$ cat src/rtl/csr_mux_demux_pkg.sv
// rtl/csr_mux_demux_pkg.sv - shared types and address decode for the CSR router
package csr_mux_demux_pkg;

    localparam int unsigned NUM_PORTS       = 4;
    localparam int unsigned REGS_PER_PORT   = 8;
    localparam int unsigned REG_DATA_WIDTH  = 32;
    localparam int unsigned MAX_OUTSTANDING = 4;
    localparam int unsigned SEL_WIDTH       = $clog2(NUM_PORTS + 1);
    localparam int unsigned PORT_ADDR_WIDTH = $clog2(REGS_PER_PORT);
    localparam int unsigned ADDR_WIDTH      = $clog2(NUM_PORTS * REGS_PER_PORT) + 1;

    typedef logic [SEL_WIDTH-1:0]       sel_t;
    typedef logic [PORT_ADDR_WIDTH-1:0] local_addr_t;

    typedef struct packed {
        logic oor;
        sel_t sel;
    } track_entry_t;

    typedef struct packed {
        logic        oor;
        sel_t        sel;
        local_addr_t local_addr;
    } decode_t;

    function automatic decode_t csr_decode(input logic [ADDR_WIDTH-1:0] addr);
        int unsigned sel_full;
        decode_t     d;
        sel_full     = 32'(addr) / REGS_PER_PORT;
        d.oor        = (sel_full >= NUM_PORTS);
        d.sel        = sel_t'(sel_full);
        d.local_addr = local_addr_t'(32'(addr) - sel_full * REGS_PER_PORT);
        return d;
    endfunction

endpackage

$ cat src/rtl/csr_rsp_order_fifo.sv
// rtl/csr_rsp_order_fifo.sv - circular tracking FIFO holding the port of each outstanding read
module csr_rsp_order_fifo #(
    parameter int unsigned Width = 4,
    parameter int unsigned Depth = 4
) (
    input  logic             clk_i,
    input  logic             rst_i,
    input  logic             push_i,
    input  logic [Width-1:0] data_i,
    input  logic             pop_i,
    output logic [Width-1:0] data_o,
    output logic             full_o,
    output logic             empty_o
);

    localparam int unsigned PtrW = $clog2(Depth);

    logic [PtrW:0]                 wr_ptr_q, wr_ptr_d, rd_ptr_q, rd_ptr_d;
    logic [Depth-1:0][Width-1:0]   mem_q, mem_d;

    // Extra pointer MSB distinguishes full from empty when the indices match.
    assign full_o  = (wr_ptr_q[PtrW] != rd_ptr_q[PtrW]) &&
                     (wr_ptr_q[PtrW-1:0] == rd_ptr_q[PtrW-1:0]);
    assign empty_o = (wr_ptr_q == rd_ptr_q);
    assign data_o  = mem_q[rd_ptr_q[PtrW-1:0]];

    always_comb begin
        mem_d    = mem_q;
        wr_ptr_d = wr_ptr_q;
        rd_ptr_d = rd_ptr_q;
        if (push_i && !full_o) begin
            mem_d[wr_ptr_q[PtrW-1:0]] = data_i;
            wr_ptr_d                  = wr_ptr_q + 1'b1;
        end
        if (pop_i && !empty_o) begin
            rd_ptr_d = rd_ptr_q + 1'b1;
        end
    end

    always_ff @(posedge clk_i or posedge rst_i) begin
        if (rst_i) begin
            mem_q    <= '0;
            wr_ptr_q <= '0;
            rd_ptr_q <= '0;
        end else begin
            mem_q    <= mem_d;
            wr_ptr_q <= wr_ptr_d;
            rd_ptr_q <= rd_ptr_d;
        end
    end

endmodule

$ cat src/rtl/csr_mux_demux_n.sv
// rtl/csr_mux_demux_n.sv - routes core CSR requests to N accelerator ports by address range
// and returns read responses in request order.
module csr_mux_demux_n
    import csr_mux_demux_pkg::*;
#(
    parameter int unsigned NumPorts       = NUM_PORTS,
    parameter int unsigned RegsPerPort    = REGS_PER_PORT,
    parameter int unsigned RegDataWidth   = REG_DATA_WIDTH,
    parameter int unsigned MaxOutstanding = MAX_OUTSTANDING,
    parameter int unsigned AddrWidth      = $clog2(NumPorts * RegsPerPort) + 1,
    parameter int unsigned PortAddrWidth  = $clog2(RegsPerPort)
) (
    input  logic                                   clk_i,
    input  logic                                   rst_i,
    input  logic [AddrWidth-1:0]                   csr_addr_i,
    input  logic [RegDataWidth-1:0]                csr_wr_data_i,
    input  logic                                   csr_wr_en_i,
    input  logic                                   csr_req_valid_i,
    output logic                                   csr_req_ready_o,
    output logic [RegDataWidth-1:0]                csr_rd_data_o,
    output logic                                   csr_rsp_valid_o,
    input  logic                                   csr_rsp_ready_i,
    output logic [NumPorts-1:0][PortAddrWidth-1:0] acc_csr_addr_o,
    output logic [NumPorts-1:0][RegDataWidth-1:0]  acc_csr_wr_data_o,
    output logic [NumPorts-1:0]                    acc_csr_wr_en_o,
    output logic [NumPorts-1:0]                    acc_csr_req_valid_o,
    input  logic [NumPorts-1:0]                    acc_csr_req_ready_i,
    input  logic [NumPorts-1:0][RegDataWidth-1:0]  acc_csr_rd_data_i,
    input  logic [NumPorts-1:0]                    acc_csr_rsp_valid_i,
    output logic [NumPorts-1:0]                    acc_csr_rsp_ready_o
);

    decode_t      dec;
    track_entry_t push_entry;
    track_entry_t head;
    logic         fifo_full;
    logic         fifo_empty;
    logic         block;
    logic         port_ready;
    logic         push;
    logic         pop;

    assign dec        = csr_decode(csr_addr_i);
    assign block      = ~csr_wr_en_i & fifo_full;
    assign push_entry = '{oor: dec.oor, sel: dec.sel};
    assign push       = csr_req_valid_i & csr_req_ready_o & ~csr_wr_en_i;
    assign pop        = csr_rsp_valid_o & csr_rsp_ready_i;

    always_comb begin
        acc_csr_addr_o      = '0;
        acc_csr_wr_data_o   = '0;
        acc_csr_wr_en_o     = '0;
        acc_csr_req_valid_o = '0;
        port_ready          = 1'b0;
        for (int p = 0; p < NumPorts; p++) begin
            if (!dec.oor && dec.sel == sel_t'(p)) begin
                acc_csr_addr_o[p]      = dec.local_addr;
                acc_csr_wr_data_o[p]   = csr_wr_data_i;
                acc_csr_wr_en_o[p]     = csr_wr_en_i;
                acc_csr_req_valid_o[p] = csr_req_valid_i & ~block;
                port_ready             = acc_csr_req_ready_i[p];
            end
        end
        // Out-of-range accesses are absorbed here, so they only wait on the FIFO.
        csr_req_ready_o = (dec.oor | port_ready) & ~block;
    end

    always_comb begin
        csr_rsp_valid_o     = 1'b0;
        csr_rd_data_o       = '0;
        acc_csr_rsp_ready_o = '0;
        if (!fifo_empty) begin
            if (head.oor) begin
                csr_rsp_valid_o = 1'b1;
            end else begin
                for (int p = 0; p < NumPorts; p++) begin
                    if (head.sel == sel_t'(p)) begin
                        csr_rsp_valid_o        = acc_csr_rsp_valid_i[p];
                        csr_rd_data_o          = acc_csr_rd_data_i[p];
                        acc_csr_rsp_ready_o[p] = csr_rsp_ready_i;
                    end
                end
            end
        end
    end

    csr_rsp_order_fifo #(
        .Width ($bits(track_entry_t)),
        .Depth (MaxOutstanding)
    ) u_order_fifo (
        .clk_i   (clk_i),
        .rst_i   (rst_i),
        .push_i  (push),
        .data_i  (push_entry),
        .pop_i   (pop),
        .data_o  (head),
        .full_o  (fifo_full),
        .empty_o (fifo_empty)
    );

endmodule
$ cat config.mk
export PLATFORM = sky130hd
export DESIGN_NAME = csr_mux_demux_n
export DESIGN_NICKNAME = d
export VERILOG_FILES = /design/src/rtl/csr_mux_demux_pkg.sv /design/src/rtl/csr_rsp_order_fifo.sv /design/src/rtl/csr_mux_demux_n.sv
export SDC_FILE = /design/constraint.sdc
export NUM_CORES = 1
export LEC_CHECK = 0
export ABC_CLOCK_PERIOD_IN_PS = 4690
export CAP_MARGIN = 20
export CORE_AREA = 2 2 143 145
export DETAILED_ROUTE_END_ITERATION = 7
export DIE_AREA = 0 0 145 147
export GPL_TIMING_DRIVEN = 0
export PLACE_DENSITY_LB_ADDON = 0.08
export SLEW_MARGIN = 20
export SYNTH_ARGS = -nofsm -noshare
export SYNTH_HDL_FRONTEND = slang
export SYNTH_SLANG_ARGS = --single-unit
$ cat constraint.sdc
create_clock -name clk_i -period 4.69 [get_ports clk_i]
set_input_delay 0.7035 -clock clk_i [delete_from_list [all_inputs] [get_ports clk_i]]
set_output_delay 0.7035 -clock clk_i [all_outputs]
set_load 0.01 [all_outputs]
==> results_tabular.tex <==
\begin{tabular}{lr}
\hline
Metric & Value \\
\hline
\multicolumn{2}{l}{\textbf{Worst setup path}} \\
\quad Critical-path cell with the highest stage delay & sky130\_fd\_sc\_hd\_\_nor3\_1 \\
\quad Critical Path, Cell by Cell & clkdlybuf4s50\_1 -> clkbuf\_1 -> nor3\_1 -> clkbuf\_1 -> and2\_1 -> clkdlybuf4s50\_1 \\
\quad Endpoint of the worst register-to-register path & u\_order\_fifo.rd\_ptr\_q[1]\$\_DFFE\_PP0P\_ \\
\quad Logic depth of the worst register-to-register path & 7 \\
\quad Register-to-Register Setup Slack & 2.40 ns \\
\quad Startpoint of the most critical register-to-register path & u\_order\_fifo.rd\_ptr\_q[1]\$\_DFFE\_PP0P\_ \\
\quad Critical path fanouts, max & 10 \\
\quad Category of the worst setup path launch point & input pin \\
\quad Worst path max stage delay & 0.77 ns \\
\quad Data required time of the worst path & 3.99 ns \\
\quad CP Class & in2out \\
\quad Worst Path Arrival & 3.39 ns \\
\quad Critical path destination & acc\_csr\_wr\_data\_o[3] \\
\quad Critical Path End Type & output pin \\
\quad Crit. Startpoint & csr\_addr\_i[5] \\
\multicolumn{2}{l}{\textbf{Die}} \\
\quad Total die area & 0.02132 mm² \\
\quad Core Footprint & between 0.015 and 0.02 mm² \\
\quad Height of the die & 147 µm \\
\quad Horizontal extent of the die & 145 µm \\
\quad Rows & 52 \\
\quad Starting density of the core & 16.22\% \\
\quad Number of top-level pins & between 300 and 400 \\
\multicolumn{2}{l}{\textbf{Finish}} \\
\quad Area overhead of the layout relative to synthesis & 126.8\% \\
\quad Total area of sequential cells & 550.5 µm² \\
\quad Multi-input logic area & 0.002484 mm² \\
\quad Net count, final & 965 \\
\quad Final core occ & a little under two fifths \\
\quad Fraction of layout cells with a size suffix above 1 & 6.154\% \\
\quad Filler cells & 2080 \\
\multicolumn{2}{l}{\textbf{Yosys}} \\
\quad Async set-reset flop share out of synthesis & 100.0\% \\
\quad Compound-gate portion of the synthesized area & 15.63\% \\
\quad Number of instances in the synthesized netlist & 414 \\
\quad Top-area cell type share of the netlist area & 28.19\% \\
\quad Syn. warnings & 0 \\
\quad Cell type with the highest aggregate area in the netlist & sky130\_fd\_sc\_hd\_\_and2\_1 \\
\quad Post-synthesis mux area share & a little over a fifth \\
\quad Post-synth EDFFs & 0 \\
\quad Average size of a mapped cell & 7.773 µm² \\
\quad Number of nets produced by synthesis & approximately 600 \\
\quad Post-Synthesis Cell Area & 0.003218 mm² \\
\quad Dominant combinational cell family by area after synthesis & simple AND/OR/NAND/NOR gates \\
\quad Adder and majority gate portion of the synthesized area & between 1.5 and 2\% \\
\quad Most used DFF post-synth & sky130\_fd\_sc\_hd\_\_dfrtp\_1 \\
\quad Synthesized-area fraction occupied by xor and xnor cells & 1.633\% \\
\quad Main area contributors after synthesis & sky130\_fd\_sc\_hd\_\_and2\_1 (28\%), sky130\_fd\_sc\_hd\_\_dfrtp\_1 (17\%), sky130\_fd\_sc\_hd\_\_mux2i\_1 (11\%) \\
\quad Fraction of the mapped netlist area in simple logic gates & 36.86\% \\
\quad Post-synth cell types & 35 \\
\quad Sequential area share after synthesis & approximately 17\% \\
\quad Number of register bits inferred by synthesis & 22 \\
\multicolumn{2}{l}{\textbf{GRT}} \\
\quad Global-route total usage across every layer & 17.41\% \\
\quad Number of antenna violations at the first check in global routing & 1 \\
\quad Overflow after GRT & 0 \\
\quad Largest net degree at the start of global routing & 23 \\
\quad Vias in the first global route & 4741 \\
\quad Wire length of the first global-routing pass & 29250 µm \\
\multicolumn{2}{l}{\textbf{Place}} \\
\quad Final RePlAce weighted congestion & 0.8347 \\
\quad Detailed-placement wirelength estimate & 16320 µm \\
\quad Count of input and output buffers & 362 \\
\multicolumn{2}{l}{\textbf{Pwr}} \\
\quad Leak & approximately 2.8 nW \\
\quad Maximum vdd drop & 0.2427 mV \\
\quad Power Density & a little under 500 mW/mm² \\
\multicolumn{2}{l}{\textbf{STA}} \\
\quad Worst-case clock skew & 0.003695 ns \\
\quad Max-slew headroom at the worst pin & 37.12\% \\
\quad Worst-Margin Slew & 0.9360 ns \\
\quad Minimum period implied by the final worst setup slack & about 4.1 ns \\
\quad Summed negative setup slack over all endpoints & 0 ns \\
\quad Final setup viols & 0 \\
\quad Final critical-path share of the clock period & 87.30\% \\
\quad Final hold viol count & 0 \\
\quad Number of max-slew violations in the final report & 0 \\
\quad Setup repair after global routing missed its margin & false \\
\quad Timing-limited maximum frequency & 0.2442 GHz \\
\multicolumn{2}{l}{\textbf{Drt}} \\
\quad Total via count in the routed design & 4433 \\
\quad Average wire per cell in the routed design & 18.55 µm \\
\quad Number of optimization iterations in the first detailed-route pass & 4 \\
\quad Number of nets with antenna violations after routing & 0 \\
\quad Initial detailed-routing violation count & 91 \\
\quad Via/cell ratio & 4.214 \\
\quad DRC violation count after routing & 0 \\
\quad Total detailed-routing wirelength & 19510 µm \\
\multicolumn{2}{l}{\textbf{Hold path}} \\
\quad Type of the most critical hold path & reg2reg \\
\multicolumn{2}{l}{\textbf{Clock network}} \\
\quad H-tree lvl count & 1 \\
\quad Clk pin slew, worst setup/hold paths & 0.06 ns \\
\quad Hold buffers post-CTS & 0 \\
\quad CTS resizes & 0 \\
\quad Num CTS Buffers & 3 \\
\quad CTS tree & done \\
\quad Root Driver & sky130\_fd\_sc\_hd\_\_clkbuf\_16 \\
\quad Buffer count from post-CTS setup fixing & 0 \\
\quad Clk Latency, worst-skew pair & 0.25 ns \\
\quad Sink Count & 22 \\
\quad Maximum clock insertion buffer count & 2 \\
\multicolumn{2}{l}{\textbf{Status}} \\
\quad Status & finished clean \\
\multicolumn{2}{l}{\textbf{Run}} \\
\quad Max\_cap viols & 0 \\
\hline
\end{tabular}
power breakdown:
part / total, W / switching, W / internal (W) / leakage, nW
sequential: 0.000345 / 0.0000589 / 0.000286 / 0.266
clock: 0.000237 / 0.0000672 / 0.000169 / 0.0511
combinational: 0.00292 / 0.00142 / 0.00150 / 2.50
cell usage in the layout, fill, tap and decap left out, types with 3 or more instances in the layout:
master / Yosys / layout
sky130_fd_sc_hd__xnor2_1: 5 / 5
sky130_fd_sc_hd__mux4_2: 5 / 5
sky130_fd_sc_hd__ha_1: 5 / 5
sky130_fd_sc_hd__and2_1: 145 / 145
sky130_fd_sc_hd__nand2_1: 40 / 40
sky130_fd_sc_hd__clkdlybuf4s50_1: 0 / 362
sky130_fd_sc_hd__mux2i_1: 35 / 35
sky130_fd_sc_hd__clkbuf_16: 0 / 3
sky130_fd_sc_hd__clkbuf_1: 21 / 21
sky130_fd_sc_hd__o21ai_0: 33 / 33
sky130_fd_sc_hd__nor2_1: 9 / 9
sky130_fd_sc_hd__inv_1: 6 / 6
sky130_fd_sc_hd__a22o_1: 32 / 32
sky130_fd_sc_hd__buf_2: 13 / 13
sky130_fd_sc_hd__dfrtp_1: 22 / 22
sky130_fd_sc_hd__mux2_2: 17 / 17
cell usage after synthesis, types with 2 or more instances:
| master | instances |
|---|---|
| sky130_fd_sc_hd__inv_1 | 6 |
| sky130_fd_sc_hd__mux2_2 | 17 |
| sky130_fd_sc_hd__mux2i_1 | 35 |
| sky130_fd_sc_hd__dfrtp_1 | 22 |
| sky130_fd_sc_hd__clkbuf_1 | 21 |
| sky130_fd_sc_hd__o21ai_0 | 33 |
| sky130_fd_sc_hd__a22o_1 | 32 |
| sky130_fd_sc_hd__buf_2 | 13 |
| sky130_fd_sc_hd__nand2_1 | 40 |
| sky130_fd_sc_hd__o21a_1 | 2 |
| sky130_fd_sc_hd__ha_1 | 5 |
| sky130_fd_sc_hd__xnor2_1 | 5 |
| sky130_fd_sc_hd__buf_6 | 2 |
| sky130_fd_sc_hd__nor3b_1 | 3 |
| sky130_fd_sc_hd__nor3_1 | 2 |
| sky130_fd_sc_hd__and2_1 | 145 |
| sky130_fd_sc_hd__nor2_1 | 9 |
| sky130_fd_sc_hd__mux4_2 | 5 |
per-layer routing:
metal,track usage [%],up-vias,share of wire (%)
met3,6.087,12,9.2
met5,0,-,0
met1,18.53,2046,37
met4,2.970,0,1.4
met2,33.45,235,52
li1,-,2140,-
cells by family after synthesis:
kind of cell | after synthesis
simple gates | 208
compound gates | 72
mux | 58
buf+inv | 43
flops | 22
xor+xnor | 6
fa+ha+maj | 5
worst min path at each step:
stage,cells after the start,startpoint,to,slack (ns)
2_1_floorplan,1,u_order_fifo.wr_ptr_q[2]$_DFFE_PP0P_,u_order_fifo.wr_ptr_q[2]$_DFFE_PP0P_,0.47
3_3_place_gp,1,u_order_fifo.wr_ptr_q[2]$_DFFE_PP0P_,u_order_fifo.wr_ptr_q[2]$_DFFE_PP0P_,0.48
3_5_place_dp,1,u_order_fifo.wr_ptr_q[2]$_DFFE_PP0P_,u_order_fifo.wr_ptr_q[2]$_DFFE_PP0P_,0.49
4_1_cts,1,u_order_fifo.wr_ptr_q[2]$_DFFE_PP0P_,u_order_fifo.wr_ptr_q[2]$_DFFE_PP0P_,0.50
5_1_grt,1,u_order_fifo.wr_ptr_q[2]$_DFFE_PP0P_,u_order_fifo.wr_ptr_q[2]$_DFFE_PP0P_,0.52
6_report,1,u_order_fifo.wr_ptr_q[2]$_DFFE_PP0P_,u_order_fifo.wr_ptr_q[2]$_DFFE_PP0P_,0.49
sequential cells by signal (all words and copies together), names as in the netlist:
name and flops:
u_order_fifo.mem_q 16, u_order_fifo.rd_ptr_q 3, u_order_fifo.wr_ptr_q 3
stage by stage:
step           cells  total power (W)  setup slack (ns)  hold slack [ns]  instance area [µm²]
5_1_grt         1052         0.003782            0.3005           0.5191                 7300
4_1_cts         1050         0.003556            0.4608           0.5012                 7289
6_report        1052         0.003504            0.5958           0.4916                 7300
3_5_place_dp    1046         0.003308            0.4660           0.4932                 7184
2_1_floorplan    414         0.002012             2.044           0.4652                 3218
3_3_place_gp    1046         0.003267            0.5222           0.4810                 7179
critical path: cells and delay by family:
family                 cells  cell delay, ns
AND/OR/NAND/NOR            2            0.95
buffers and inverters      4            1.74
final cells by class:
type	instances	share of cell area [%]
Antenna cell	2	0.06856
Buffer	37	2.348
Clock buffer	3	1.028
Clock inverter	1	0.4114
Inverter	6	0.3085
Multi-Input combinational cell	349	34.02
Sequential cell	22	7.542
Tap cell	270	4.628
Timing Repair Buffer	362	49.64
Note: power is estimated with default switching activity, not from simulation.
